**src/rtl/player_move_controller_pkg.sv**
```systemverilog
// Shared definitions for the tile-movement path: move codes, FSM states and
// tile coordinate type, common to the controller and the collision detector.
package player_move_controller_pkg;

    localparam int COORD_W = 6;

    typedef logic [COORD_W-1:0] coord_t;
    typedef logic [2:0]         move_t;

    localparam move_t MOVE_NONE  = 3'b000;
    localparam move_t MOVE_UP    = 3'b001;
    localparam move_t MOVE_LEFT  = 3'b010;
    localparam move_t MOVE_DOWN  = 3'b011;
    localparam move_t MOVE_RIGHT = 3'b100;

    typedef enum logic [1:0] {
        IDLE     = 2'd0,
        ISSUE    = 2'd1,
        COMMIT   = 2'd2,
        COOLDOWN = 2'd3
    } state_t;

endpackage

```
**src/rtl/player_move_controller_if.sv**
```systemverilog
// Signal bundle between the movement controller and its environment
// (buttons, map loader, collision detector, renderer/game FSM).
interface player_move_controller_if;
    import player_move_controller_pkg::*;

    logic   btn_up;
    logic   btn_down;
    logic   btn_left;
    logic   btn_right;
    logic   load_en;
    coord_t load_x;
    coord_t load_y;
    coord_t det_new_x;
    coord_t det_new_y;
    move_t  move;
    coord_t cur_x;
    coord_t cur_y;
    logic   moved;
    logic   blocked;
    logic   busy;

    // Environment side: buttons, loader and detector drive the controller.
    modport master (
        output btn_up, btn_down, btn_left, btn_right,
        output load_en, load_x, load_y,
        output det_new_x, det_new_y,
        input  move, cur_x, cur_y, moved, blocked, busy
    );

    // Controller side.
    modport slave (
        input  btn_up, btn_down, btn_left, btn_right,
        input  load_en, load_x, load_y,
        input  det_new_x, det_new_y,
        output move, cur_x, cur_y, moved, blocked, busy
    );

endinterface

```
**src/rtl/player_move_controller_move_arbiter.sv**
```systemverilog
// Combinational priority encoder: four button levels to one move code,
// priority up > down > left > right.
module player_move_controller_move_arbiter
    import player_move_controller_pkg::*;
(
    input  logic  up,
    input  logic  down,
    input  logic  left,
    input  logic  right,
    output move_t code,
    output logic  any
);

    // Pick the highest-priority pressed button.
    always_comb begin
        code = MOVE_NONE;
        any  = 1'b1;
        if (up) begin
            code = MOVE_UP;
        end else if (down) begin
            code = MOVE_DOWN;
        end else if (left) begin
            code = MOVE_LEFT;
        end else if (right) begin
            code = MOVE_RIGHT;
        end else begin
            code = MOVE_NONE;
            any  = 1'b0;
        end
    end

endmodule

```
**src/rtl/player_move_controller.sv**
```systemverilog
// Player movement controller: rate-limits button presses into move requests,
// holds the code for the collision detector, then commits its returned position.
module player_move_controller
    import player_move_controller_pkg::*;
#(
    parameter coord_t START_X       = 6'd1,
    parameter coord_t START_Y       = 6'd2,
    parameter int     SETTLE_CYCLES = 2,
    parameter int     REPEAT_DELAY  = 12500000,
    parameter int     CNT_W         = 24
) (
    input  logic                    clk,
    input  logic                    resetn,
    player_move_controller_if.slave bus
);

    localparam logic [CNT_W-1:0] SETTLE_LAST = CNT_W'(SETTLE_CYCLES - 1);
    localparam logic [CNT_W-1:0] REPEAT_LAST = CNT_W'(REPEAT_DELAY - 1);
    localparam logic [CNT_W-1:0] CNT_ONE     = CNT_W'(1);
    localparam logic [CNT_W-1:0] CNT_ZERO    = CNT_W'(0);

    state_t           state_r;
    logic [CNT_W-1:0] cnt_r;
    move_t            move_r;
    coord_t           cur_x_r;
    coord_t           cur_y_r;
    logic             moved_r;
    logic             blocked_r;
    logic             busy_r;

    move_t            win_move_s;
    logic             any_btn_s;

    player_move_controller_move_arbiter u_arbiter (
        .up    (bus.btn_up),
        .down  (bus.btn_down),
        .left  (bus.btn_left),
        .right (bus.btn_right),
        .code  (win_move_s),
        .any   (any_btn_s)
    );

    // Movement FSM, settle/cooldown counter and all registered outputs.
    always_ff @(posedge clk or negedge resetn) begin
        if (!resetn) begin
            state_r   <= IDLE;
            cnt_r     <= CNT_ZERO;
            move_r    <= MOVE_NONE;
            cur_x_r   <= START_X;
            cur_y_r   <= START_Y;
            moved_r   <= 1'b0;
            blocked_r <= 1'b0;
            busy_r    <= 1'b0;
        end else if (bus.load_en) begin
            // Map change wins over everything; any in-flight move is dropped.
            state_r   <= IDLE;
            cnt_r     <= CNT_ZERO;
            move_r    <= MOVE_NONE;
            cur_x_r   <= bus.load_x;
            cur_y_r   <= bus.load_y;
            moved_r   <= 1'b0;
            blocked_r <= 1'b0;
            busy_r    <= 1'b0;
        end else begin
            moved_r   <= 1'b0;
            blocked_r <= 1'b0;
            case (state_r)
                IDLE: begin
                    if (any_btn_s) begin
                        move_r  <= win_move_s;
                        cnt_r   <= CNT_ZERO;
                        state_r <= ISSUE;
                        busy_r  <= 1'b1;
                    end else begin
                        move_r  <= MOVE_NONE;
                        busy_r  <= 1'b0;
                    end
                end
                ISSUE: begin
                    // Code stays on the detector inputs through COMMIT too.
                    cnt_r <= cnt_r + CNT_ONE;
                    if (cnt_r == SETTLE_LAST) begin
                        state_r <= COMMIT;
                    end else begin
                        state_r <= ISSUE;
                    end
                end
                COMMIT: begin
                    cur_x_r <= bus.det_new_x;
                    cur_y_r <= bus.det_new_y;
                    if ((bus.det_new_x != cur_x_r) || (bus.det_new_y != cur_y_r)) begin
                        moved_r <= 1'b1;
                    end else begin
                        blocked_r <= 1'b1;
                    end
                    move_r  <= MOVE_NONE;
                    cnt_r   <= CNT_ZERO;
                    state_r <= COOLDOWN;
                end
                COOLDOWN: begin
                    move_r <= MOVE_NONE;
                    cnt_r  <= cnt_r + CNT_ONE;
                    // Releasing all buttons cuts the cooldown short.
                    if (!any_btn_s || (cnt_r == REPEAT_LAST)) begin
                        state_r <= IDLE;
                        busy_r  <= 1'b0;
                    end else begin
                        state_r <= COOLDOWN;
                    end
                end
                default: begin
                    state_r <= IDLE;
                    cnt_r   <= CNT_ZERO;
                    move_r  <= MOVE_NONE;
                    busy_r  <= 1'b0;
                end
            endcase
        end
    end

    assign bus.move    = move_r;
    assign bus.cur_x   = cur_x_r;
    assign bus.cur_y   = cur_y_r;
    assign bus.moved   = moved_r;
    assign bus.blocked = blocked_r;
    assign bus.busy    = busy_r;

endmodule

```
**src/flat_wrapper.sv**
```systemverilog
// flat-port wrapper written by rule: the top's interface ports become plain ports
module player_move_controller_flat import player_move_controller_pkg::*;
#(
    parameter coord_t START_X       = 6'd1,
    parameter coord_t START_Y       = 6'd2,
    parameter int     SETTLE_CYCLES = 2,
    parameter int     REPEAT_DELAY  = 12500000,
    parameter int     CNT_W         = 24
)
  (clk, resetn, bus_btn_up, bus_btn_down, bus_btn_left, bus_btn_right, bus_load_en, bus_load_x, bus_load_y, bus_det_new_x, bus_det_new_y, bus_move, bus_cur_x, bus_cur_y, bus_moved, bus_blocked, bus_busy);
  player_move_controller_if bus_i ();
  input  logic clk;
  input  logic resetn;
  input wire logic [$bits(bus_i.btn_up)-1:0] bus_btn_up;
  input wire logic [$bits(bus_i.btn_down)-1:0] bus_btn_down;
  input wire logic [$bits(bus_i.btn_left)-1:0] bus_btn_left;
  input wire logic [$bits(bus_i.btn_right)-1:0] bus_btn_right;
  input wire logic [$bits(bus_i.load_en)-1:0] bus_load_en;
  input wire logic [$bits(bus_i.load_x)-1:0] bus_load_x;
  input wire logic [$bits(bus_i.load_y)-1:0] bus_load_y;
  input wire logic [$bits(bus_i.det_new_x)-1:0] bus_det_new_x;
  input wire logic [$bits(bus_i.det_new_y)-1:0] bus_det_new_y;
  output wire logic [$bits(bus_i.move)-1:0] bus_move;
  output wire logic [$bits(bus_i.cur_x)-1:0] bus_cur_x;
  output wire logic [$bits(bus_i.cur_y)-1:0] bus_cur_y;
  output wire logic [$bits(bus_i.moved)-1:0] bus_moved;
  output wire logic [$bits(bus_i.blocked)-1:0] bus_blocked;
  output wire logic [$bits(bus_i.busy)-1:0] bus_busy;
  assign bus_i.btn_up = bus_btn_up;
  assign bus_i.btn_down = bus_btn_down;
  assign bus_i.btn_left = bus_btn_left;
  assign bus_i.btn_right = bus_btn_right;
  assign bus_i.load_en = bus_load_en;
  assign bus_i.load_x = bus_load_x;
  assign bus_i.load_y = bus_load_y;
  assign bus_i.det_new_x = bus_det_new_x;
  assign bus_i.det_new_y = bus_det_new_y;
  assign bus_move = bus_i.move;
  assign bus_cur_x = bus_i.cur_x;
  assign bus_cur_y = bus_i.cur_y;
  assign bus_moved = bus_i.moved;
  assign bus_blocked = bus_i.blocked;
  assign bus_busy = bus_i.busy;
  player_move_controller #(.START_X(START_X), .START_Y(START_Y), .SETTLE_CYCLES(SETTLE_CYCLES), .REPEAT_DELAY(REPEAT_DELAY), .CNT_W(CNT_W)) u_core (.clk(clk), .resetn(resetn), .bus(bus_i));
endmodule
```
**config.mk**
```make
export PLATFORM = sky130hd
export DESIGN_NAME = player_move_controller_flat
export DESIGN_NICKNAME = d
export VERILOG_FILES = /design/src/rtl/player_move_controller_pkg.sv /design/src/rtl/player_move_controller_if.sv /design/src/rtl/player_move_controller_move_arbiter.sv /design/src/rtl/player_move_controller.sv /design/src/flat_wrapper.sv
export SDC_FILE = /design/constraint.sdc
export NUM_CORES = 1
export LEC_CHECK = 0
export CORE_ASPECT_RATIO = 0.6
export CORE_UTILIZATION = 55
export DETAILED_ROUTE_END_ITERATION = 12
export PLACE_DENSITY = 0.84
export SYNTH_ARGS = -nofsm -noshare
export SYNTH_HDL_FRONTEND = slang
export SYNTH_SLANG_ARGS = --single-unit
```
**constraint.sdc**
```tcl
create_clock -name clk -period 3.57 [get_ports clk]
set_input_delay 0.357 -clock clk [delete_from_list [all_inputs] [get_ports clk]]
set_output_delay 0.357 -clock clk [all_outputs]
set_load 0.05 [all_outputs]
```
==> impl_metrics.env <==
export IMPL_status="complete, no violations"
export IMPL_cts_resized=0
export IMPL_drive_gt1_share_pct=5.380
export IMPL_grt_pass1_vias=2043
export IMPL_rows=18
export IMPL_rsz0062_at_grt="no"
export IMPL_comb_power_share_pct=19.8
export IMPL_place_detailed_hpwl_um=4813
export IMPL_routed_wl_um=6558
export IMPL_clk_latency_ns=0.30
export IMPL_die_h_um=54.26
export IMPL_layout_nets=348
export IMPL_cts_max_level=2
export IMPL_clk_path_buf_depth=2
export IMPL_port_buffers=48
export IMPL_first_iter_violations=236
export IMPL_n_antenna_cell=0
export IMPL_switching_share_pct=28.67
export IMPL_dieArea_um2=4835
export IMPL_cts_sinks=44
export IMPL_yosys_register_bits=44
export IMPL_vias=2370
export IMPL_fmax_mhz=458.2
export IMPL_synth_simple_gate_area_share_pct=23.49
export IMPL_die_x_um=89.10
export IMPL_cts_tree="yes"
export IMPL_grt_usage_pct=29.88
export IMPL_grt_overflow_total=0
export IMPL_gr_usage_met2_pct=42.37
export IMPL_syn_area_um2=2504
export IMPL_p_sw_uw=328.8
export IMPL_synth_compound_area_share_pct=17.64
export IMPL_cp_slowest_cell="a2111oi_0"
export IMPL_ir_worst_vdd_uv=270.9
export IMPL_clkPwrFrac_pct=33.1
export IMPL_muxShareOfSynthArea_pct=5.247
export IMPL_yosys_area_share_adder_pct=0.9995
export IMPL_powerDensity_nw_per_um2=368.0
export IMPL_slew_viol_final=0
export IMPL_power_leakage_uw=0.001333
export IMPL_finalHoldViolCount=0
export IMPL_core_um2=4234
export IMPL_first_pass_iters=5
export IMPL_initial_core_util_pct=59.13
export IMPL_antenna_found_initial=0
export IMPL_wl_per_cell_um=17.44
export IMPL_end_kind="register"
export IMPL_drc=0
export IMPL_place_congestion=0.9126
export IMPL_worst_setup_path_type="register to register"
export IMPL_maxCapViolations=0
export IMPL_ys_types=46
export IMPL_grt_pass1_wl_um=10350
export IMPL_synthCells=272
export IMPL_fin_crit_ns=2.183
export IMPL_r2r_cells=4
export IMPL_synth_seq_area_share_pct=44.08
export IMPL_hold_class="primary input to async pin"
export IMPL_required_ns=3.80
export IMPL_cp_cell_sequence="nand4_1 > a2111oi_0 > or4b_1 > a21oi_1"
export IMPL_post_cts_buffers=0
export IMPL_setup_violations=0
export IMPL_ant_nets=0
export IMPL_slew_headroom_pct=35.15
export IMPL_final_setup_tns_ns=0
export IMPL_worst_pin_slew_ns=0.9727
export IMPL_root_buffer="clkbuf_8"
export IMPL_via_per_inst=6.303
export IMPL_period_share_pct=61.14
export IMPL_clock_skew_ns=0.004747
export IMPL_area_growth_pct=24.44
export IMPL_path_clk_slew_ns=0.08
export IMPL_cellInternalPower_uw=817.8
export IMPL_cp_max_fo=7
export IMPL_critPathMaxStageDelay_ns=0.67
export IMPL_synth_top_family_by_area="simple AND/OR/NAND/NOR gates"
export IMPL_postCtsHoldBufs=0
export IMPL_total_power_uw=1147
export IMPL_synth_xor_area_share_pct=4.898
export IMPL_grt_max_degree=45
export IMPL_use_met1_pct=44.47
export IMPL_yosys_warnings=0
export IMPL_syn_area_per_cell_um2=9.205
export IMPL_io_pins=49
export IMPL_sequentialPowerShare_pct=47.1
export IMPL_cts_made_buffers=5
export IMPL_cp_start_kind="register"
export IMPL_grt_most_used_layer="met1"
export IMPL_arrival_ns=2.41
export IMPL_grt_use_met3_pct=7.240
export IMPL_synthesis_nets=305
Yosys cell counts, drive strengths merged:
library cell  instances  area (um^2)
mux2                  1        11.26
or3                   2        12.51
nor3b                 1        7.510
a41oi                 1        8.760
inv                   6        22.52
nand4                 6        43.79
o211ai                3        27.52
o21ai                25        125.1
a2bb2oi               2        17.52
and3                  5        31.28
a21oi                15        75.07
mux2i                12        120.1
ha                    2        25.02
dfrtp                42         1051
dfstp                 2        52.55
buf                   4        26.27
o41ai                 2        17.52
xor2                 14        122.6
a211o                 2        17.52
o2111ai               1        8.760
o211a                 1        10.01
nor2                 12        45.04
o22a                  2        17.52
o31ai                 7        52.55
nor4                 10        62.56
and4                  4        35.03
nand2                29        108.9
a211oi                3        22.52
or4                   9        71.32
clkbuf               11        42.54
nand3                 9        45.04
nand2b                1        6.260
and2                  3        18.77
a31oi                 4        25.02
a2111oi               1        8.760
nor3                 11        55.05
o21a                  1        7.510
or4b                  2        20.02
nor2b                 4        25.02
sequential cells by signal, summed over array words and instances, names as in the netlist:
register / cells
u_core.bus.busy: 1
u_core.cnt_r: 24
u_core.bus.cur_x: 6
u_core.bus.move: 3
u_core.bus.blocked: 1
u_core.bus.moved: 1
u_core.state_r: 2
u_core.bus.cur_y: 6
layout by cell type, fill, tap and decap left out, drive strengths merged, types with 2 or more instances in the layout:
master         instances
clkdlybuf4s50         47
dfrtp                 42
nand2                 29
o21ai                 25
a21oi                 15
xor2                  14
nor2                  12
mux2i                 12
nor3                  11
nor4                  10
nand3                  9
or4                    9
o31ai                  7
inv                    6
nand4                  6
clkbuf                 6
and3                   5
and4                   4
nor2b                  4
a31oi                  4
buf                    4
a211oi                 3
and2                   3
o211ai                 3
a211o                  2
or3                    2
o41ai                  2
or4b                   2
o22a                   2
a2bb2oi                2
ha                     2
dfstp                  2
final timing paths:
| path | from | endpoint | slack, ns |
|---|---|---|---|
| worst max-delay path | u_core.cnt_r[9]$_DFFE_PN0P_ | u_core.cnt_r[14]$_DFFE_PN0P_ | 1.39 |
| worst min-delay path | resetn | u_core.cnt_r[3]$_DFFE_PN0P_ | 0.20 |
| worst max register to register | u_core.cnt_r[9]$_DFFE_PN0P_ | u_core.cnt_r[14]$_DFFE_PN0P_ | 1.39 |
| worst min register to register | u_core.cnt_r[1]$_DFFE_PN0P_ | u_core.cnt_r[1]$_DFFE_PN0P_ | 0.54 |
| max in group asynchronous | resetn | u_core.cnt_r[6]$_DFFE_PN0P_ | 2.77 |
| min in group clk | u_core.cnt_r[1]$_DFFE_PN0P_ | u_core.cnt_r[1]$_DFFE_PN0P_ | 0.54 |
stage by stage:
stage          hold slack [ns]  setup slack [ns]  util, %  std cells  area [um^2]
2_1_floorplan          0.06141             1.683        -        272         2504
5_1_grt                 0.3058             1.206    73.58        376         3115
3_3_place_gp            0.5234             1.198    71.04        368         3008
4_1_cts                 0.2420             1.405    73.58        376         3115
3_5_place_dp            0.5247             1.087    71.04        368         3008
6_report                0.2047             1.387    73.58        376         3115
power groups by stage:
stage / Clock, uW / Combinational (uW) / Sequential [uW]
2_1_floorplan: 0 / 70.9 / 604
3_3_place_gp: 0 / 223 / 548
3_5_place_dp: 0 / 227 / 550
4_1_cts: 387 / 228 / 540
5_1_grt: 406 / 244 / 543
6_report: 379 / 227 / 540
cell type report:
| type | instances | area (um^2) |
|---|---|---|
| Tap cell | 60 | 75.07 |
| Clock inverter | 2 | 35.03 |
| Sequential cell | 44 | 1104 |
| Multi-Input combinational cell | 207 | 1309 |
| Inverter | 6 | 22.52 |
| Timing Repair Buffer | 51 | 498.0 |
| Fill cell | 329 | 1119 |
| Clock buffer | 6 | 72.57 |
layer usage:
layer  vias up  wire length [um]
met5         -                 0
met2       130              2889
met3         7               546
met4         0                75
met1      1129              3047
li1       1104                 -
cell families (layout without fill, tap and decap cells):
| group | after synthesis | in the layout |
|---|---|---|
| AND/OR/NAND/NOR | 108 | 108 |
| AO/OA/AOI/OAI | 70 | 70 |
| flip-flops | 44 | 44 |
| buffers and inverters | 21 | 65 |
| XOR/XNOR | 14 | 14 |
| multiplexers | 13 | 13 |
| adder cells (fa/ha/maj) | 2 | 2 |
worst max-delay path: cells and delay by family (launching register included):
family	cells	cell delay, ns
flip-flops	1	0.50
AND/OR/NAND/NOR	2	0.79
AO/OA/AOI/OAI	2	0.82
Power figures use the tool's default switching activity.
